`src/rtl/ad_ip_jesd204_tpl_adc_pack.sv`:
```
// Per-channel sample packer: gathers PACK_RATIO formatted beats into one wide word on a valid/ready output.
// Optional drop counter is enabled by defining AD_IP_JESD204_TPL_ADC_PACK_DROP_CNT_EN.
module ad_ip_jesd204_tpl_adc_pack #(
    parameter int BITS_PER_SAMPLE = 16,
    parameter int DATA_PATH_WIDTH = 2,
    parameter int PACK_RATIO      = 4
) (
    input  logic                                               clk,
    input  logic                                               reset,
    input  logic                                               enable,
    input  logic                                               in_valid,
    input  logic [BITS_PER_SAMPLE*DATA_PATH_WIDTH-1:0]            in_data,
    output logic                                               out_valid,
    input  logic                                               out_ready,
    output logic [BITS_PER_SAMPLE*DATA_PATH_WIDTH*PACK_RATIO-1:0] out_data,
    output logic                                               ovf,
    input  logic                                               ovf_clr
`ifdef AD_IP_JESD204_TPL_ADC_PACK_DROP_CNT_EN
    ,
    output logic [31:0]                                        drop_count
`endif
);

    localparam int IN_W  = BITS_PER_SAMPLE * DATA_PATH_WIDTH;
    localparam int OUT_W = IN_W * PACK_RATIO;
    localparam int CNT_W = (PACK_RATIO > 1) ? $clog2(PACK_RATIO) : 1;

    logic [CNT_W-1:0] r_cnt;
    logic [OUT_W-1:0] r_acc;
    logic [OUT_W-1:0] w_acc_next;
    logic [OUT_W-1:0] w_word;
    logic             w_accept;
    logic             w_last;
    logic             w_load;
    logic             w_drop;

    assign w_accept = enable & in_valid;
    assign w_last   = w_accept & (r_cnt == CNT_W'(PACK_RATIO - 1));
    // A completed word may only replace the output register if it is empty or being consumed now.
    assign w_load   = w_last & (~out_valid | out_ready);
    assign w_drop   = w_last & out_valid & ~out_ready;

    // NOTE: every combinational output gets a default first so no path leaves it unassigned (no latch).
    always_comb begin
        w_acc_next = r_acc;
        for (int k = 0; k < PACK_RATIO; k++) begin
            if (r_cnt == CNT_W'(k)) begin
                w_acc_next[k*IN_W +: IN_W] = in_data;
            end
        end
    end

    // The final beat goes straight into the output word, bypassing the accumulator.
    always_comb begin
        w_word = r_acc;
        w_word[(PACK_RATIO-1)*IN_W +: IN_W] = in_data;
    end

    // NOTE: sequential state uses non-blocking assignments so all registers update from pre-edge values.
    always_ff @(posedge clk or posedge reset) begin
        if (reset) begin
            r_cnt     <= '0;
            r_acc     <= '0;
            out_valid <= 1'b0;
            out_data  <= '0;
            ovf       <= 1'b0;
        end else begin
            if (!enable) begin
                r_cnt <= '0;
                r_acc <= '0;
            end else if (in_valid) begin
                if (w_last) begin
                    r_cnt <= '0;
                    r_acc <= '0;
                end else begin
                    r_cnt <= r_cnt + 1'b1;
                    r_acc <= w_acc_next;
                end
            end

            if (w_load) begin
                out_data  <= w_word;
                out_valid <= 1'b1;
            end else if (out_ready) begin
                out_valid <= 1'b0;
            end

            if (w_drop) begin
                ovf <= 1'b1;
            end else if (ovf_clr) begin
                ovf <= 1'b0;
            end
        end
    end

`ifdef AD_IP_JESD204_TPL_ADC_PACK_DROP_CNT_EN
    always_ff @(posedge clk or posedge reset) begin
        if (reset) begin
            drop_count <= '0;
        end else if (w_drop) begin
            if (ovf_clr) begin
                drop_count <= 32'd1;
            end else if (drop_count != 32'hFFFF_FFFF) begin
                drop_count <= drop_count + 32'd1;
            end
        end else if (ovf_clr) begin
            drop_count <= '0;
        end
    end
`endif

endmodule

```
`config.mk`:
```
export PLATFORM = sky130hd
export DESIGN_NAME = ad_ip_jesd204_tpl_adc_pack
export DESIGN_NICKNAME = d
export VERILOG_FILES = /design/src/rtl/ad_ip_jesd204_tpl_adc_pack.sv
export SDC_FILE = /design/constraint.sdc
export NUM_CORES = 1
export LEC_CHECK = 0
export ABC_AREA = 0
export ABC_CLOCK_PERIOD_IN_PS = 9700
export BUFFER_PORTS_ARGS = -buffer_cell sky130_fd_sc_hd__clkbuf_2
export CORE_UTILIZATION = 45
export DETAILED_ROUTE_END_ITERATION = 8
export PLACE_DENSITY = 0.67
export SLEW_MARGIN = 20
export SYNTH_ARGS = -nofsm -noshare
export SYNTH_HDL_FRONTEND = slang
export SYNTH_SLANG_ARGS = --single-unit
```
`constraint.sdc`:
```
create_clock -name clk -period 9.7 [get_ports clk]
set_clock_uncertainty 0.15 [all_clocks]
set_input_delay 1.94 -clock clk [delete_from_list [all_inputs] [get_ports clk]]
set_output_delay 1.94 -clock clk [all_outputs]
set_load 0.1 [all_outputs]
```
==> results_dict.tcl <==
set metrics [dict create \
    die_area_sq_mm 0.0202 \
    placed_area_sq_mm 0.00981 \
    wire_length_of_the_first_global_routing_pass_microns 28200 \
    route.vias.total 4859 \
    synth_largest_area_cell "sky130_fd_sc_hd__dfrtp_1" \
    setup_tns_ns 0 \
    number_of_setup_violations_in_the_final_report 0 \
    gr-total-overflow 0 \
    cts_resized 0 \
    average_detailed_routed_wire_length_per_instance_microns 17.5 \
    drt_first_iter_violations 142 \
    rows 50 \
    gate_count_post_synth 535 \
    synth.top_cells.by_count "sky130_fd_sc_hd__dfrtp_1 (228), sky130_fd_sc_hd__mux2_1 (116), sky130_fd_sc_hd__mux2_2 (108)" \
    die_h_microns 142 \
    core-area_sq_mm 0.0190 \
    period_minus_slack_ns 4.14 \
    clk_latency_ns 0.50 \
    grt.met3_usage_pct 3.10 \
    power_per_cell_area_mw_per_mm2 280 \
    n_antenna_cell 0 \
    initial_antenna_violation_count 0 \
    number_of_placed_instances_taps_included 939 \
    synth-seq-area-share_pct 64.6 \
    global_route.usage.met1_pct 23.6 \
    htree_num_levels 1 \
    clkSlewWorstSetupHoldPaths_ns 0.06 \
    floorplan.initialDensity_pct 46.6 \
    stdcell_area_sq_mm 0.0107 \
    clk_root_buffer_cell "sky130_fd_sc_hd__clkbuf_16" \
    post-place-ws_ns 5.03 \
    setup.worst_path.class "input port to register" \
    ant_nets 0 \
    ys_ff_latch 228 \
    synthTopCellsByArea "sky130_fd_sc_hd__dfrtp_1 (65%), sky130_fd_sc_hd__mux2_1 (15%), sky130_fd_sc_hd__mux2_2 (14%), sky130_fd_sc_hd__and2_1 (2.3%), sky130_fd_sc_hd__buf_6 (1.7%)" \
    setup_slack_ns 5.56 \
    layout.cells.non_filler 983 \
    final_core_util_pct 56.6 \
    critPathCaptureType "register" \
    number_of_global_route_vias_before_repair 5309 \
    drc_errors 0 \
    arr_time_crit_path_ns 4.37 \
    finalHoldWorstSlack_ns 0.329 \
    dominant_cell_by_count_in_the_synthesized_netlist "sky130_fd_sc_hd__dfrtp_1" \
    vias_per_cell 4.94 \
    fin_total_pwr_mw 3.01 \
    grt_start_max_net_pins 162 \
    p_leak_nw 5.68 \
    ys.warnings.count 0 \
    critical_path_peak_fanout 76 \
    synth_cell_type_count 21 \
    maxSlewViolCount 0 \
    cell_area_synth_sq_mm 0.00883 \
    global_route.usage.total_pct 17.7 \
    worst_ir_drop_vdd_v 0.000153 \
    timing.max_cap.violations 0 \
    syn_area_per_cell_sq_um 16.5 \
    ys_async_sr_fraction_pct 100 \
    synth.net_count 577 \
    share_of_the_synthesized_area_in_the_top_cell_type_pct 64.6 \
    maxClockFrequency_ghz 0.242 \
    clock_tree.buffer_depth 3 \
    dp_hpwl_microns 10800 \
    timing.critical_path.required_ns 9.93 \
    number_of_nets_in_the_final_layout 747 \
    worst_max_slew_pin_slew_ns 1.02 \
    clock-sinks 228 \
    slew_headroom_pct 31.5 \
    grt_busiest_layer "met2" \
    rsz0062_at_grt "false" \
    tritoncts "built" \
    boundaryPins 168 \
    post_route_cells_drive_above_1_share_pct 45.2 \
    detail_route.first_pass.iterations 3 \
    finalHoldViolCount 0 \
    post-route-period-util_pct 42.7 \
    die_w_microns 142 \
    buffer_ports.inserted 167 \
    area_growth_pct 21.5 \
    synth-edff-count 0 \
    finalWirelength_microns 17200 \
    post_cts_setup_buffers 0 \
    run_status "finished, final reports clean" \
    most_common_flop_cell_mapped_by_yosys "sky130_fd_sc_hd__dfrtp_1" \
    hold_path.class "register to register" \
    critPathLaunchType "input port" \
    grtUsageMet2_pct 30.0 \
    cts-buffers-inserted 24 \
    postCtsHoldBufs 0 \
    finalWeightedCongestion 0.728 \
]
## layout make-up
class                   instances  area (sq um)
well taps                     260           325
flip-flops and latches        228          5710
clock inverters                15           259
fillers                      1533          8230
clock buffers                  29           651
inverters                       4          27.5
repair buffers                171           866
multi-input cells             276          2890
## path summary, 6_finish.rpt
path / startpoint / endpoint / slack [ns] / cells after the start
hold / removal: r_acc[56] / out_data[56] / 0.33 / 1
min in group asynchronous: reset / out_data[110] / 1.44 / 2
setup reg to reg: r_cnt[0] / out_data[8] / 6.49 / 6
hold reg to reg: r_acc[56] / out_data[56] / 0.33 / 1
setup / recovery: in_valid / out_data[8] / 5.56 / 6
max in group asynchronous: reset / out_data[58] / 6.57 / 3
## routing by layer
layer / part of all wire [%] / vias to the layer above
li1: - / 2205
met1: 44 / 2528
met2: 50 / 105
met3: 4.3 / 21
met4: 1.5 / 0
met5: 0 / -
## state kept, by name, indices dropped and copies added, names as in the netlist
name       cells
out_valid      1
ovf            1
r_cnt          2
r_acc         96
out_data     128
## critical path, stage by stage
cell and delay, ns:
sky130_fd_sc_hd__clkbuf_2 0.18, sky130_fd_sc_hd__nand3_2 0.15, sky130_fd_sc_hd__nor2b_4 0.12, sky130_fd_sc_hd__buf_4 0.55, sky130_fd_sc_hd__buf_4 0.89, sky130_fd_sc_hd__mux2_2 0.42
## power breakdown
part,leakage [nW],internal (mW),switching (mW)
sequential,3.04,1.07,0.0617
clock,0.447,0.666,0.371
combinational,2.19,0.143,0.694
## kinds of logic (layout without fill, tap and decap cells)
family                   after synthesis  in the layout  share of synthesized area, %
XOR/XNOR                               1              1                        0.0992
flip-flops                           228            228                          64.6
AND/OR/NAND/NOR                       41             41                          2.92
buffers and inverters                 31            219                          2.72
adder cells (fa/ha/maj)                4              4                         0.567
multiplexers                         225            225                          28.7
AO/OA/AOI/OAI                          5              5                         0.369
## placed cells by master (no fill, tap or decap)
master | synthesis | layout
sky130_fd_sc_hd__ha_1 | 4 | 4
sky130_fd_sc_hd__mux2_2 | 108 | 108
sky130_fd_sc_hd__clkbuf_8 | 0 | 1
sky130_fd_sc_hd__bufinv_16 | 0 | 7
sky130_fd_sc_hd__clkinvlp_4 | 0 | 1
sky130_fd_sc_hd__dfrtp_1 | 228 | 228
sky130_fd_sc_hd__nand2b_1 | 1 | 1
sky130_fd_sc_hd__nand3_2 | 1 | 1
sky130_fd_sc_hd__nand2_2 | 0 | 3
sky130_fd_sc_hd__o22ai_1 | 1 | 1
sky130_fd_sc_hd__a21boi_2 | 1 | 1
sky130_fd_sc_hd__clkinv_8 | 0 | 1
sky130_fd_sc_hd__nor2b_1 | 1 | 1
sky130_fd_sc_hd__clkbuf_1 | 3 | 3
sky130_fd_sc_hd__mux2i_1 | 1 | 1
sky130_fd_sc_hd__clkinv_2 | 0 | 6
sky130_fd_sc_hd__clkbuf_16 | 0 | 25
sky130_fd_sc_hd__mux2_1 | 116 | 116
sky130_fd_sc_hd__inv_1 | 4 | 3
sky130_fd_sc_hd__inv_8 | 0 | 1
sky130_fd_sc_hd__o21ai_0 | 3 | 3
sky130_fd_sc_hd__clkbuf_2 | 0 | 167
sky130_fd_sc_hd__nor2b_4 | 1 | 1
sky130_fd_sc_hd__nand2_1 | 4 | 1
sky130_fd_sc_hd__and2_1 | 33 | 33
sky130_fd_sc_hd__xor2_1 | 1 | 1
sky130_fd_sc_hd__buf_4 | 1 | 4
Note: power is estimated with default switching activity, not from simulation.
